`config.mk`:
```
export PLATFORM = sky130hd
export DESIGN_NAME = reg_write_arbiter
export DESIGN_NICKNAME = d
export VERILOG_FILES = /design/src/rtl/reg_write_arbiter.sv
export SDC_FILE = /design/constraint.sdc
export NUM_CORES = 1
export LEC_CHECK = 0
export ABC_AREA = 1
export CAP_MARGIN = 20
export CORE_MARGIN = 3
export CORE_UTILIZATION = 36
export DETAILED_ROUTE_END_ITERATION = 12
export MAX_ROUTING_LAYER = met4
export PLACE_DENSITY = 0.74
export SYNTH_ARGS = -nofsm -noshare
export SYNTH_HDL_FRONTEND = slang
export SYNTH_SLANG_ARGS = --single-unit
```
`constraint.sdc`:
```
create_clock -name clk -period 2.45 [get_ports clk]
set_input_delay 0.245 -clock clk [delete_from_list [all_inputs] [get_ports clk]]
set_output_delay 0.245 -clock clk [all_outputs]
set_load 0.02 [all_outputs]
```
`src/rtl/reg_write_arbiter.sv`:
```
// Arbitrates the register-file write port between pipeline write-back and an
// auxiliary long-latency result source, using a one-entry pending buffer.
module reg_write_arbiter #(
    parameter int ADDR_SIZE    = 5,
    parameter int DATA_WIDTH   = 32,
    parameter int STARVE_LIMIT = 4
) (
    input  logic                  clk,
    input  logic                  rst,
    input  logic                  wb_we,
    input  logic [ADDR_SIZE-1:0]  wb_addr,
    input  logic [DATA_WIDTH-1:0] wb_data,
    input  logic                  aux_valid,
    output logic                  aux_ready,
    input  logic [ADDR_SIZE-1:0]  aux_addr,
    input  logic [DATA_WIDTH-1:0] aux_data,
    output logic                  stall_pipe,
    output logic                  reg_d_we,
    output logic [ADDR_SIZE-1:0]  reg_d_addr,
    output logic [DATA_WIDTH-1:0] reg_d_data,
    output logic                  pend_valid,
    output logic [ADDR_SIZE-1:0]  pend_addr
);

    localparam int CNT_W = $clog2(STARVE_LIMIT + 1);

    typedef enum logic [1:0] {
        EMPTY,
        PENDING,
        FORCE
    } state_t;

    state_t                  state_q, state_d;
    logic [CNT_W-1:0]        cnt_q, cnt_d;
    logic [ADDR_SIZE-1:0]    buf_addr_q, buf_addr_d;
    logic [DATA_WIDTH-1:0]   buf_data_q, buf_data_d;
    logic [CNT_W-1:0]        cnt_inc;
    logic                    wr_we;

    assign cnt_inc = cnt_q + CNT_W'(1);

    always_comb begin
        state_d    = state_q;
        cnt_d      = cnt_q;
        buf_addr_d = buf_addr_q;
        buf_data_d = buf_data_q;
        wr_we      = wb_we;
        reg_d_addr = wb_addr;
        reg_d_data = wb_data;
        aux_ready  = 1'b0;
        stall_pipe = 1'b0;
        case (state_q)
            EMPTY: begin
                aux_ready = 1'b1;
                // Results aimed at register zero complete the handshake but are dropped.
                if (aux_valid && (aux_addr != '0)) begin
                    buf_addr_d = aux_addr;
                    buf_data_d = aux_data;
                    cnt_d      = '0;
                    state_d    = PENDING;
                end
            end
            PENDING: begin
                if (!wb_we) begin
                    wr_we      = 1'b1;
                    reg_d_addr = buf_addr_q;
                    reg_d_data = buf_data_q;
                    cnt_d      = '0;
                    state_d    = EMPTY;
                end else if (wb_addr == buf_addr_q) begin
                    // The pipeline write is newer, so the buffered value is obsolete.
                    cnt_d   = '0;
                    state_d = EMPTY;
                end else begin
                    cnt_d = cnt_inc;
                    if (cnt_inc == CNT_W'(STARVE_LIMIT)) begin
                        state_d = FORCE;
                    end
                end
            end
            FORCE: begin
                stall_pipe = 1'b1;
                wr_we      = 1'b1;
                reg_d_addr = buf_addr_q;
                reg_d_data = buf_data_q;
                cnt_d      = '0;
                state_d    = EMPTY;
            end
            default: begin
                cnt_d   = '0;
                state_d = EMPTY;
            end
        endcase
    end

    assign reg_d_we   = wr_we & ~rst;
    assign pend_valid = (state_q != EMPTY);
    assign pend_addr  = pend_valid ? buf_addr_q : '0;

    always_ff @(posedge clk or posedge rst) begin
        if (rst) begin
            state_q    <= EMPTY;
            cnt_q      <= '0;
            buf_addr_q <= '0;
            buf_data_q <= '0;
        end else begin
            state_q    <= state_d;
            cnt_q      <= cnt_d;
            buf_addr_q <= buf_addr_d;
            buf_data_q <= buf_data_d;
        end
    end

endmodule

```
==> results of run 1 <==
[power by group]
part	internal [mW]	switching [mW]	total, mW
clock	0.201	0.229	0.430
sequential	1.00	0.156	1.16
combinational	0.924	1.40	2.32
[critical path, cell delays in order (launching register included)]
cell	delay, ns
dfrtp_1	0.39
inv_1	0.09
ha_2	0.26
nand2_1	0.11
inv_4	0.16
buf_12	0.16
o21ai_0	0.08
o31ai_1	0.08
dlygate4sd2_1	0.39
[routing by layer]
metal  global-route usage  up-vias  share of wire
met4              0.05867        0          0.015
met5                    -        -              0
met3              0.02922        9          0.043
li1                     -     1324              -
met1               0.2451     1204           0.45
met2               0.3195       76           0.49
[per-stage QoR]
step | std cells | hold WS [ns] | power (mW)
floorplan | 338 | 0.3742 | 2.639
global placement | 539 | 0.4681 | 3.556
detailed placement | 539 | 0.4731 | 3.614
CTS | 551 | 0.4887 | 3.957
global route | 551 | 0.4966 | 4.239
finish | 551 | 0.4868 | 3.913
[cell families (layout without fill, tap and decap cells)]
family / Yosys count / count (layout) / synth area share
compound gates: 113 / 114 / 0.2617
simple gates: 101 / 101 / 0.1551
xor+xnor: 2 / 2 / 0.006915
buf+inv: 75 / 194 / 0.1368
flops: 42 / 42 / 0.4148
fa+ha+maj: 5 / 5 / 0.02469
[repair_timing]
action,4_1_cts,5_1_grt
resized for setup,38,3
pin swaps,1,0
setup endpoints to repair,37,3
cloned,1,0
buffers inserted,3,0
[area by class of cell]
cell class,instances,area share
repair buffers,134,0.3332
multi-input cells,222,0.2952
well taps,93,0.02974
flip-flops and latches,42,0.2686
clock inverters,2,0.003518
inverters,52,0.05117
clock buffers,6,0.01855
[how the worst max path moves through the flow]
stage	cells past startpoint	slack (ns)	end
2_1_floorplan	5	0.62	reg_d_addr[0]
3_3_place_gp	5	-0.07	reg_d_data[10]
3_5_place_dp	5	-0.13	reg_d_data[8]
4_1_cts	6	0.006	reg_d_addr[3]
5_1_grt	8	0.03	reg_d_data[9]
6_report	8	0.19	reg_d_data[1]
[flip-flops by register name, indices dropped and copies added, names as in the netlist]
| signal | count |
|---|---|
| buf_addr_q | 5 |
| buf_data_q | 32 |
| cnt_q | 3 |
| state_q | 2 |
[placed cells by master (no fill, tap or decap)]
cell type        instances
inv_2                    1
o21ai_1                  9
dfrtp_1                 42
xor2_1                   1
clkbuf_1                 1
xnor2_1                  1
o32ai_1                  3
nand4_1                  1
clkinv_4                 1
nand3_2                  1
dlymetal6s2s_1           3
o21ai_0                 71
buf_4                    9
clkdlybuf4s50_1         86
o21a_1                   1
inv_4                    2
o31ai_1                 14
clkinv_2                 1
nand2_1                 70
inv_1                   49
ha_2                     1
a21oi_4                  2
nand3_1                  4
nor2_1                  25
buf_12                   2
clkbuf_8                 5
a21oi_1                  4
dlygate4sd2_1           34
a21oi_2                 10
ha_1                     4
==> results.sh, run 1 <==
export IMPL_global_route_wire_length_before_repair_um=12480
export IMPL_multi_input_comb_area_mm2=0.001155
export IMPL_timing_hold_worst_path_depth=2
export IMPL_hold_path_startpoint="buf_data_q[13]"
export IMPL_synth_area_mm2=0.002534
export IMPL_post_route_minimum_period_ns=2.257
export IMPL_n_antenna_cell=0
export IMPL_htreeDepth=2
export IMPL_synth_cells=338
export IMPL_worst_setup_slack_after_layout_ns=0.1926
export IMPL_postLayoutCoreUtil=0.5957
export IMPL_crit_type="register to output pin"
export IMPL_crit_reg2reg_capture="buf_data_q[0]"
export IMPL_start_point_of_the_critical_path="state_q[1]"
export IMPL_detailed_place_hpwl_um=5537
export IMPL_timing_critical_path_fanout_max=17
export IMPL_rel_slew_slack=0.4189
export IMPL_drc=0
export IMPL_post_synthesis_area_per_instance_um2=7.496
export IMPL_timing_worst_slew_pin_value_ns=0.8704
export IMPL_pwr_density_cell_mw_per_mm2=1000
export IMPL_reg2reg_from="state_q[0]"
export IMPL_layout_area_overhead_vs_synth_pct=54.42
export IMPL_critical_path_required_ns=2.20
export IMPL_cp_arrival_ns=2.01
export IMPL_yosys_register_bits=42
export IMPL_timing_reg2reg_setup_slack_ns=0.83
export IMPL_port_buffers=123
export IMPL_ys_warnings_count=0
export IMPL_synth_common_cells="o21ai_0, nand2_1, inv_1"
export IMPL_layout_filler_cells=608
export IMPL_synthMostInstantiatedCell="o21ai_0"
export IMPL_via_count=2613
export IMPL_syn_num_nets=421
export IMPL_asyncSetResetFlopFracSynth=1.000
export IMPL_final_min_period_over_clock_period=0.9214
export IMPL_placed_instance_area_mm2=0.003815
export IMPL_floorplan_initialDensity=0.3858
export IMPL_tritoncts_num_sinks=42
export IMPL_hold_path_class="register to register"
export IMPL_finalMaxSlewViolations=0
export IMPL_area_share_of_the_largest_cell_type_after_synthesis=0.4148
export IMPL_maxClockFrequency_ghz=0.4430
export IMPL_clk_latency_ns=0.29
export IMPL_outcome="finished clean"
export IMPL_worst_reg_to_reg_cells=6
export IMPL_cp_end_kind="output pin"
export IMPL_gp_routability_congestion=0.7883
export IMPL_drt_first_iter_violations=104
export IMPL_cts_buffers=5
export IMPL_die_width_um=89.89
export IMPL_storage_cell_area_mm2=0.001051
export IMPL_rsz0062_at_grt="false"
export IMPL_drt_wirelength_per_cell_um=13.73
export IMPL_post_synth_num_cell_types=23
export IMPL_count_of_nets_left_with_antenna_violations_after_detail_routing=0
export IMPL_floorplan_die_area_mm2=0.008080
export IMPL_min_delay_worst_endpoint="buf_data_q[13]"
export IMPL_grt_antenna_before_repair=0
export IMPL_cts_hold_fix_buffers=0
export IMPL_final_hold_viol_count=0
export IMPL_synth_edff_count=0
export IMPL_grt_max_degree=43
export IMPL_wirelength_um=7563
export IMPL_post_route_cells_drive_above_1_share=0.07642
export IMPL_overflow=0
export IMPL_first_global_vias=2491
export IMPL_fp_coreArea_mm2=0.006568
export IMPL_maxCapViolCount=0
export IMPL_viasPerCell=4.742
export IMPL_die_y_um=89.89
export IMPL_report_final_setup_viol=0
export IMPL_yosys_area_top_type="dfrtp_1"
export IMPL_design_portCount=124
export IMPL_critical_path_startpoint_type="register"
export IMPL_cts_tree="done"
export IMPL_max_clock_buf_depth=2
export IMPL_setup_total_negative_slack_ns=0
export IMPL_post_synth_main_area_contributors="dfrtp_1, o21ai_0, nand2_1"
export IMPL_ir_drop_v=0.0003891
export IMPL_globalRouteTotalUtil=0.1928
export IMPL_seq_area_frac_synth=0.4148
export IMPL_num_nets_final=540
export IMPL_fin_area_mm2=0.003913
export IMPL_placement_rows=29
export IMPL_first_pass_iters=4
export IMPL_clock_skew_ns=0.01159
export IMPL_clockRootBuffer="clkbuf_8"
export IMPL_clk_transition_reported_paths_ns=0.08
export IMPL_post_place_ws_ns=-0.1250
export IMPL_static_leakage_power_nw=1.905
export IMPL_synth_top_flop_cell="dfrtp_1"
No activity file was read; power rests on OpenSTA's default activity.
==> run 2, diff against run 1 <==
- MAX_ROUTING_LAYER: met4 -> default
- SETUP_SLACK_MARGIN: default -> 0.02
==> run 2 against run 1 <==
  * First-iteration DRC count increased by 6.7%
  * Critical path depth is 1 lower
  * Cell count unchanged
  * Die area unchanged
  * Combinational power barely moved
  * Power fell by 0.11%
  * Clock skew hardly changed
  * Sequential share of layout area is essentially flat
  * Maximum frequency is 0.36% higher
==> results.sh, run 2 (synthesis gave the netlist of run 1 again) <==
export IMPL_cts_buffers=5
export IMPL_drt_first_iter_violations=111
export IMPL_wirelength_um=7579
export IMPL_detailed_place_hpwl_um=5537
export IMPL_timing_worst_slew_pin_value_ns=0.8687
export IMPL_design_portCount=124
export IMPL_clockRootBuffer="clkbuf_8"
export IMPL_final_min_period_over_clock_period=0.9181
export IMPL_fin_area_mm2=0.003908
export IMPL_reg2reg_from="state_q[0]"
export IMPL_crit_end="reg_d_data[1]"
export IMPL_rsz0062_at_grt="false"
export IMPL_ir_drop_v=0.0003885
export IMPL_cts_hold_fix_buffers=0
export IMPL_cp_end_kind="output pin"
export IMPL_report_final_setup_viol=0
export IMPL_maxClockFrequency_ghz=0.4446
export IMPL_htreeDepth=2
export IMPL_fp_coreArea_mm2=0.006568
export IMPL_clk_transition_reported_paths_ns=0.08
export IMPL_via_count=2612
export IMPL_finalMaxSlewViolations=0
export IMPL_port_buffers=123
export IMPL_placement_rows=29
export IMPL_crit_reg2reg_capture="buf_data_q[0]"
export IMPL_layout_area_overhead_vs_synth_pct=54.22
export IMPL_viasPerCell=4.740
export IMPL_layout_cells_most_common="clkdlybuf4s50_1"
export IMPL_hold_path_class="input pin to asynchronous set/reset pin"
export IMPL_worst_hold_slack_ns=0.4889
export IMPL_critical_path_required_ns=2.20
export IMPL_globalRouteTotalUtil=0.1872
export IMPL_reg_largest_list="buf_data_q x32, buf_addr_q x5, cnt_q x3"
export IMPL_crit_type="register to output pin"
export IMPL_die_width_um=89.89
export IMPL_maxCapViolCount=0
export IMPL_n_antenna_cell=0
export IMPL_pwr_density_cell_mw_per_mm2=1000
export IMPL_floorplan_die_area_mm2=0.008080
export IMPL_num_nets_final=540
export IMPL_cp_arrival_ns=2.00
export IMPL_setup_total_negative_slack_ns=0
export IMPL_post_route_cells_drive_above_1_share=0.07860
export IMPL_count_of_nets_left_with_antenna_violations_after_detail_routing=0
export IMPL_global_route_wire_length_before_repair_um=12480
export IMPL_start_point_of_the_critical_path="state_q[0]"
export IMPL_grt_max_degree=43
export IMPL_switching_share=0.4575
export IMPL_outcome="finished clean"
export IMPL_largest_register="buf_data_q"
export IMPL_clock_skew_ns=0.01132
export IMPL_die_y_um=89.89
export IMPL_clkPwrFrac=0.111
export IMPL_post_route_minimum_period_ns=2.249
export IMPL_timing_critical_path_fanout_max=23
export IMPL_net_switching_power_mw=1.788
export IMPL_gp_routability_congestion=0.7777
export IMPL_final_hold_viol_count=0
export IMPL_placed_instance_area_mm2=0.003815
export IMPL_first_global_vias=2494
export IMPL_internal_power_mw=2.120
export IMPL_largest_reg_flops=32
export IMPL_p_comb_frac=0.593
export IMPL_drt_wirelength_per_cell_um=13.75
export IMPL_cts_tree="done"
export IMPL_tritoncts_num_sinks=42
export IMPL_max_clock_buf_depth=2
export IMPL_power_frac_seq=0.296
export IMPL_clk_latency_ns=0.29
export IMPL_worst_reg_to_reg_cells=6
export IMPL_first_pass_iters=5
export IMPL_grt_antenna_before_repair=0
export IMPL_critical_path_startpoint_type="register"
export IMPL_drc=0
export IMPL_rel_slew_slack=0.4200
export IMPL_timing_reg2reg_setup_slack_ns=0.82
export IMPL_layout_cells_most_common_list="clkdlybuf4s50_1, o21ai_0, nand2_1"
export IMPL_overflow=0
export IMPL_floorplan_initialDensity=0.3858
export IMPL_static_leakage_power_nw=1.884
==> run 2: power groups by stage <==
stage          Combinational, mW  Clock, mW  Sequential [mW]
2_1_floorplan               1.51          0             1.13
3_3_place_gp                2.40          0             1.16
3_5_place_dp                2.45          0             1.17
4_1_cts                     2.34      0.445             1.16
5_1_grt                     2.55      0.478             1.20
6_report                    2.32      0.433             1.16
==> run 2: per-layer routing <==
layer,part of all wire,track usage,vias to the layer above
li1,-,-,1322
met1,0.44,0.2393,1204
met2,0.49,0.3183,80
met3,0.053,0.03923,6
met4,0.015,0.05867,0
met5,0,0,-
==> run 2: worst min path at each step <==
stage | from | to | cells after the start
after floorplan | aux_data[10] | buf_data_q[10] | 2
after global placement | buf_data_q[23] | buf_data_q[23] | 2
after detailed placement | buf_data_q[13] | buf_data_q[13] | 2
after CTS | aux_data[12] | buf_data_q[12] | 3
after global routing | aux_data[12] | buf_data_q[12] | 3
final | rst | buf_addr_q[3] | 2
==> run 2: cell type report <==
class,count,area [um^2]
clock buffers,6,72.57
clock inverters,2,13.76
fillers,611,2660
inverters,52,200.2
multi-input cells,222,1157
flip-flops and latches,42,1051
well taps,93,116.4
repair buffers,134,1296
==> run 2: critical path, cell delays in order (launching register included) <==
cell and delay (ns):
dfrtp_1 0.38, inv_1 0.07, ha_1 0.34, inv_4 0.19, buf_12 0.18, o21ai_0 0.10
o31ai_1 0.08, dlygate4sd2_1 0.38
==> run 2: metrics by stage <==
stage	setup slack, ns	std cells	utilization	power [mW]
2_1_floorplan	0.6187	338	-	2.639
3_3_place_gp	-0.06757	539	0.5809	3.556
3_5_place_dp	-0.1250	539	0.5809	3.614
4_1_cts	0.02335	551	0.5946	3.948
5_1_grt	0.03126	551	0.5950	4.232
6_report	0.2008	551	0.5950	3.908
==> run 2: what timing repair did <==
item                                    in CTS  in global routing
cloned                                       1                  0
pin swaps                                    1                  0
endpoints found under the setup margin      37                  1
setup buffers                                3                  0
gates resized for setup                     41                  1
==> run 3, diff against run 2 <==
- HOLD_SLACK_MARGIN: default -> 0.1
==> results of run 3 <==
Final layout, timing and power as in run 2 (identical DEF).
